==> config.mk <==
export PLATFORM = sky130hd
export DESIGN_NAME = mmio_uart_fifo
export DESIGN_NICKNAME = d
export VERILOG_FILES = /design/src/rtl/uart_mmio_pkg.sv /design/src/rtl/mmio_uart_fifo_sync_fifo.sv /design/src/rtl/mmio_uart_fifo.sv
export SDC_FILE = /design/constraint.sdc
export NUM_CORES = 1
export LEC_CHECK = 0
export CORE_MARGIN = 5
export CORE_UTILIZATION = 59
export DETAILED_ROUTE_END_ITERATION = 8
export PLACE_DENSITY = 0.83
export SLEW_MARGIN = 0
export SYNTH_ARGS = -nofsm -noshare
export SYNTH_HDL_FRONTEND = slang
export SYNTH_SLANG_ARGS = --single-unit
==> constraint.sdc <==
create_clock -name clk -period 3 [get_ports clk]
set_input_delay 0.3 -clock clk [delete_from_list [all_inputs] [get_ports clk]]
set_output_delay 0.3 -clock clk [all_outputs]
set_load 0.005 [all_outputs]
==> src/rtl/uart_mmio_pkg.sv <==
// Register indices, STATUS layout and small helpers shared by the MMIO UART block.
// The IRQ_MASK index is only decoded when UART_IRQ_EN is defined.
package uart_mmio_pkg;

    localparam logic [2:0] REG_STATUS    = 3'd0;
    localparam logic [2:0] REG_RX_DATA   = 3'd1;
    localparam logic [2:0] REG_TX_DATA   = 3'd2;
    localparam logic [2:0] REG_CLEAR     = 3'd3;
    localparam logic [2:0] REG_CYCLE_CNT = 3'd4;
    localparam logic [2:0] REG_IRQ_MASK  = 3'd5;

    localparam int ST_TX_SPACE   = 0;
    localparam int ST_RX_AVAIL   = 1;
    localparam int ST_RX_OVERRUN = 2;
    localparam int ST_TX_DROP    = 3;
    localparam int ST_RX_CNT_LSB = 8;
    localparam int ST_TX_CNT_LSB = 16;

    typedef struct packed {
        logic [7:0] rsvd_hi;
        logic [7:0] tx_cnt;
        logic [7:0] rx_cnt;
        logic [3:0] rsvd_lo;
        logic       tx_drop;
        logic       rx_overrun;
        logic       rx_avail;
        logic       tx_space;
    } status_t;

    // FIFO occupancy fields are 8 bits wide regardless of the configured depth.
    function automatic logic [7:0] sat8(input logic [31:0] v);
        return (v > 32'd255) ? 8'hFF : v[7:0];
    endfunction

endpackage

==> src/rtl/mmio_uart_fifo_sync_fifo.sv <==
// Single-clock circular FIFO with a combinational head; push is refused when full
// and pop when empty, both judged on the occupancy before the edge.
module sync_fifo #(
    parameter int WIDTH = 8,
    parameter int DEPTH = 16
) (
    input  logic                       clk,
    input  logic                       rst_n,
    input  logic                       push,
    input  logic [WIDTH-1:0]           din,
    input  logic                       pop,
    output logic [WIDTH-1:0]           dout,
    output logic                       full,
    output logic                       empty,
    output logic [$clog2(DEPTH):0]     count
);

    localparam int AW = $clog2(DEPTH);
    localparam logic [AW:0] FULL_CNT = (AW+1)'(DEPTH);

    logic [WIDTH-1:0] r_mem [DEPTH];
    logic [AW-1:0]    r_wptr;
    logic [AW-1:0]    r_rptr;
    logic [AW:0]      r_count;
    logic             w_push;
    logic             w_pop;

    assign full   = (r_count == FULL_CNT);
    assign empty  = (r_count == '0);
    assign count  = r_count;
    assign dout   = r_mem[r_rptr];
    assign w_push = push & ~full;
    assign w_pop  = pop & ~empty;

    // Storage carries no reset; only the pointers define what is valid.
    always_ff @(posedge clk) begin
        if (w_push) r_mem[r_wptr] <= din;
    end

    always_ff @(posedge clk or negedge rst_n) begin
        if (!rst_n) begin
            r_wptr  <= '0;
            r_rptr  <= '0;
            r_count <= '0;
        end else begin
            if (w_push) r_wptr <= r_wptr + 1'b1;
            if (w_pop)  r_rptr <= r_rptr + 1'b1;
            case ({w_push, w_pop})
                2'b10:   r_count <= r_count + 1'b1;
                2'b01:   r_count <= r_count - 1'b1;
                default: r_count <= r_count;
            endcase
        end
    end

endmodule

==> src/rtl/mmio_uart_fifo.sv <==
// Memory-mapped UART front end: buffered RX/TX FIFOs, sticky error flags and a cycle counter.
// Define UART_IRQ_EN to add the irq output and the IRQ_MASK register at index 5.
module mmio_uart_fifo
    import uart_mmio_pkg::*;
#(
    parameter int RX_DEPTH   = 16,
    parameter int TX_DEPTH   = 16,
    parameter int DATA_WIDTH = 8,
    parameter int AWIDTH     = 5
) (
    input  logic                  clk,
    input  logic                  rst_n,
    input  logic [AWIDTH-1:0]     addr,
    input  logic [31:0]           wdata,
    input  logic                  we,
    input  logic                  re,
    output logic [31:0]           rdata,
    input  logic [DATA_WIDTH-1:0] rx_data,
    input  logic                  rx_valid,
    output logic                  rx_ready,
    output logic [DATA_WIDTH-1:0] tx_data,
    output logic                  tx_valid,
    input  logic                  tx_ready
`ifdef UART_IRQ_EN
    ,
    output logic                  irq
`endif
);

    localparam int RXAW = $clog2(RX_DEPTH);
    localparam int TXAW = $clog2(TX_DEPTH);

    logic [2:0]            w_word;
    logic                  w_rd_rx;
    logic                  w_wr_tx;
    logic                  w_wr_clr;
    logic [DATA_WIDTH-1:0] w_rx_dout;
    logic [DATA_WIDTH-1:0] w_rx_head;
    logic                  w_rx_full;
    logic                  w_rx_empty;
    logic [RXAW:0]         w_rx_count;
    logic [DATA_WIDTH-1:0] w_tx_dout;
    logic                  w_tx_full;
    logic                  w_tx_empty;
    logic [TXAW:0]         w_tx_count;
    logic                  w_rx_push;
    logic                  w_tx_pop;
    status_t               w_status;
    logic [31:0]           w_rd_val;
    logic                  w_unused_ok;

    logic [31:0]           r_rdata;
    logic [31:0]           r_cyc;
    logic                  r_rx_overrun;
    logic                  r_tx_drop;

    assign w_word   = addr[4:2];
    assign w_rd_rx  = re & (w_word == REG_RX_DATA);
    assign w_wr_tx  = we & (w_word == REG_TX_DATA);
    assign w_wr_clr = we & (w_word == REG_CLEAR);

    // Byte lane and low address bits are not decoded.
    assign w_unused_ok = &{1'b0, addr[1:0], wdata[31:DATA_WIDTH]};

    // rx_ready is forced low while reset is held so the receiver sees no acceptance.
    assign rx_ready  = rst_n & ~w_rx_full;
    assign w_rx_push = rx_valid & rx_ready;
    assign w_rx_head = w_rx_empty ? '0 : w_rx_dout;

    assign tx_valid  = ~w_tx_empty;
    assign tx_data   = w_tx_empty ? '0 : w_tx_dout;
    assign w_tx_pop  = tx_valid & tx_ready;

    sync_fifo #(.WIDTH(DATA_WIDTH), .DEPTH(RX_DEPTH)) u_rx_fifo (
        .clk   (clk),
        .rst_n (rst_n),
        .push  (w_rx_push),
        .din   (rx_data),
        .pop   (w_rd_rx & ~w_rx_empty),
        .dout  (w_rx_dout),
        .full  (w_rx_full),
        .empty (w_rx_empty),
        .count (w_rx_count)
    );

    sync_fifo #(.WIDTH(DATA_WIDTH), .DEPTH(TX_DEPTH)) u_tx_fifo (
        .clk   (clk),
        .rst_n (rst_n),
        .push  (w_wr_tx),
        .din   (wdata[DATA_WIDTH-1:0]),
        .pop   (w_tx_pop),
        .dout  (w_tx_dout),
        .full  (w_tx_full),
        .empty (w_tx_empty),
        .count (w_tx_count)
    );

    // A new error event in the same cycle as CLEAR wins, so it is never silently lost.
    always_ff @(posedge clk or negedge rst_n) begin
        if (!rst_n) begin
            r_rx_overrun <= 1'b0;
            r_tx_drop    <= 1'b0;
            r_cyc        <= '0;
        end else begin
            if (rx_valid & w_rx_full) r_rx_overrun <= 1'b1;
            else if (w_wr_clr)        r_rx_overrun <= 1'b0;
            if (w_wr_tx & w_tx_full)  r_tx_drop <= 1'b1;
            else if (w_wr_clr)        r_tx_drop <= 1'b0;
            r_cyc <= w_wr_clr ? '0 : r_cyc + 32'd1;
        end
    end

    always_comb begin
        w_status            = '0;
        w_status.tx_space   = ~w_tx_full;
        w_status.rx_avail   = ~w_rx_empty;
        w_status.rx_overrun = r_rx_overrun;
        w_status.tx_drop    = r_tx_drop;
        w_status.rx_cnt     = sat8(32'(w_rx_count));
        w_status.tx_cnt     = sat8(32'(w_tx_count));
    end

`ifdef UART_IRQ_EN
    logic [1:0] r_irq_mask;
    logic       r_irq;

    always_ff @(posedge clk or negedge rst_n) begin
        if (!rst_n) begin
            r_irq_mask <= '0;
            r_irq      <= 1'b0;
        end else begin
            if (we && (w_word == REG_IRQ_MASK)) r_irq_mask <= wdata[1:0];
            r_irq <= (r_irq_mask[0] & w_status.tx_space) | (r_irq_mask[1] & w_status.rx_avail);
        end
    end

    assign irq = r_irq;
`endif

    always_comb begin
        w_rd_val = '0;
        case (w_word)
            REG_STATUS:    w_rd_val = w_status;
            REG_RX_DATA:   w_rd_val = 32'(w_rx_head);
            REG_CYCLE_CNT: w_rd_val = r_cyc;
`ifdef UART_IRQ_EN
            REG_IRQ_MASK:  w_rd_val = {30'd0, r_irq_mask};
`endif
            default:       w_rd_val = '0;
        endcase
    end

    // Load data is captured on the re edge and held until the next load.
    always_ff @(posedge clk or negedge rst_n) begin
        if (!rst_n)  r_rdata <= '0;
        else if (re) r_rdata <= w_rd_val;
    end

    assign rdata = r_rdata;

endmodule
==> out/metrics.yaml <==
finish:
  drive_above_1_share: 0.2020
  multi_input_area_sq_mm: 0.004071
  final_nets: 1034
  layout_commonest_cell: "edfxtp_1"
  area_delta_synth_final_pct: 18.04
  antennaDiodeCount: 0
  fill_cells: 1510
  regArea_sq_mm: 0.009995
  stdcell_area_sq_mm: 0.01692
  final_cell_mix: "edfxtp_1 (256), dfrtp_1 (90), nor2_1 (65), clkdlybuf4s50_1 (65), mux4_2 (62)"
  utilization: 0.7020
critical_path:
  critPathLaunchType: "register"
  crit_required_ns: 2.70
  startpoint: "u_tx_fifo.r_rptr[0]"
  cp.arrival_ns: 2.61
  rrSetupSlack_ns: 0.15
  reg2reg_depth: 12
  cp_max_fo: 6
  end_kind: "output pin"
  r2r-end: "u_tx_fifo.count[4]"
  r2r_start: "u_tx_fifo.count[1]"
  endpoint: "tx_data[3]"
  path_class: "register to output pin"
clock_network:
  clkSlewWorstSetupHoldPaths_ns: 0.07
  cts_buffer_depth: 3
  clk-insertion-delay-late_ns: 0.52
  numCtsBuffers: 35
  clockRootBuffer: "clkbuf_16"
  cts.sinks: 348
  cts_tree: "built"
  cts_htree_levels: 2
global_routing:
  antenna_found_initial: 0
  grt_overflow_total: 0
  grt_pass1_wl_um: 45300
  track_usage: 0.2094
  grt_pass1_vias: 8095
  grt_max_degree: 54
die:
  die_h_um: 165.9
  io_pins: 93
  die_w_um: 165.9
  rows: 57
  core-area_sq_mm: 0.02411
  die-area_sq_mm: 0.02751
  start_util: 0.5947
drt:
  drt_iter0_drc: 799
  via_per_inst: 5.912
  routed_wl_um: 28650
  firstDrtPassIters: 5
  vias: 7769
  drc: 0
  routedWlPerCell_um: 21.81
  ant_nets: 0
synth:
  syn_area_sq_mm: 0.01433
  syn_inst: 849
  synthArstFlopShare: 0.2644
  synth-main-ff-cell: "edfxtp_1"
  synth-warning-count: 0
  synth_edf_count: 256
  yosysSeqAreaShare: 0.6969
  avgSynthCellArea_sq_um: 16.88
  ys_seq_elements: 348
  syn_nets: 919
  synth_cell_types: 52
sta:
  slew_viol_final: 0
  timing.slew.headroom: 0.5061
  holdWs_ns: 0.4228
  min_period_ns: 2.905
  final_hold_viol_count: 0
  skew_ns: 0.02567
  finalSetupTns_ns: 0
  worstMarginPinSlew_ns: 0.7408
  fmax_ghz: 0.3442
  rsz0062_at_grt: "yes"
  setup_viol: 0
  final.period_utilization: 0.9684
run_status:
  status: "completed"
worst_hold_path:
  hold_class: "input pin to async pin"
power:
  power.leakage_nw: 6.161
  p_total_mw: 14.00
  max-vdd-ir-drop_uv: 736.8
  p_per_area_mw_per_mm2: 827.4
placed_design:
  hpwl_um: 17670
  gp_congestion: 0.8672
  placed_cell_area_sq_mm: 0.01561
  numPortBuffers: 66
job:
  drv_cap: 0
sequential cells by signal (all words and copies together) (netlist names), 4 cells and up:
name	count
u_rx_fifo.r_rptr	4
u_tx_fifo.r_wptr	4
rdata	32
u_rx_fifo.count	5
u_tx_fifo.r_rptr	4
u_tx_fifo.r_mem	128
r_cyc	32
u_rx_fifo.r_wptr	4
u_tx_fifo.count	5
u_rx_fifo.r_mem	128
final cells by class:
type | instances | area share
clock buffer | 43 | 0.05716
multi-input combinational | 434 | 0.2406
sequential | 348 | 0.5907
clock inverter | 20 | 0.01434
timing repair buffer | 127 | 0.06928
inverter | 18 | 0.003993
tap | 324 | 0.02396
cell families (layout without fill, tap and decap cells):
group / Yosys count / after routing / share of synthesized area
muxes: 110 / 110 / 0.1313
AOI/OAI and AO/OA: 75 / 75 / 0.03832
buffers and inverters: 67 / 208 / 0.02156
DFF: 348 / 348 / 0.6969
and+or+nand+nor: 178 / 178 / 0.06311
xor gates and xnor gates: 52 / 52 / 0.03177
adders and majority gates: 19 / 19 / 0.01711
per-layer routing:
| metal | share of wire | wire, um | vias up | track usage |
|---|---|---|---|---|
| met1 | 0.40 | 11420 | 3930 | 0.2714 |
| met2 | 0.52 | 14870 | 267 | 0.3640 |
| met3 | 0.050 | 1444 | 65 | 0.03428 |
| li1 | - | - | 3507 | - |
| met4 | 0.032 | 919 | 0 | 0.07209 |
| met5 | 0 | 0 | - | 0 |
where the power goes:
group          total (mW)  internal (mW)  switching [mW]
clock network        4.51           2.74            1.77
logic                3.42           1.83            1.59
registers            6.08           5.57           0.506
stage by stage:
stage,setup slack (ns),cells
2_1_floorplan,0.1932,849
3_3_place_gp,0.1118,1245
3_5_place_dp,0.04834,1245
4_1_cts,0.05283,1311
5_1_grt,-0.008807,1314
6_report,0.09494,1314
what timing repair did:
item | in CTS | in global routing
buffers inserted | 2 | 3
hold buffers | 1 | 0
gates resized for setup | 1 | 10
endpoints found under the hold margin | 39 | 0
endpoints found under the setup margin | 6 | 6
cells in the mapped netlist (6+ instances only):
master,count,area (sq um)
nand2b_1,7,43.79
o2bb2ai_1,10,87.58
nand2_1,26,97.59
o21ai_0,11,55.05
o22ai_1,13,81.33
nor3_1,12,60.06
buf_1,7,26.28
nand4_1,15,93.84
ha_1,18,225.2
nand3_1,20,100.1
nor2_1,65,244.0
inv_1,18,67.56
buf_4,6,45.04
dfrtp_1,92,2302
mux4_2,62,1396
buf_2,12,60.06
a21oi_1,9,45.04
edfxtp_1,256,7687
mux2i_1,44,440.4
clkbuf_1,21,78.83
xor2_1,30,262.8
a22o_1,14,122.6
xnor2_1,22,192.7
worst min path at each step:
stage,from,to,slack (ns),cells past startpoint
2_1_floorplan,rst_n,r_cyc[0],0.004,0
3_3_place_gp,rst_n,u_rx_fifo.r_rptr[3],0.42,2
3_5_place_dp,rst_n,u_rx_fifo.r_rptr[1],0.42,2
4_1_cts,rst_n,u_rx_fifo.r_rptr[0],0.41,3
5_1_grt,rst_n,u_rx_fifo.r_rptr[2],0.48,3
6_report,rst_n,u_rx_fifo.r_rptr[2],0.42,3
critical path, cell delays in order, from the launching register on:
cell and delay [ns]:
dfrtp_4 0.50, buf_4 0.21, mux4_2 0.54, mux2i_2 0.22, o22ai_1 0.14, clkdlybuf4s50_1 0.47
(Power assumes the default switching activity.)
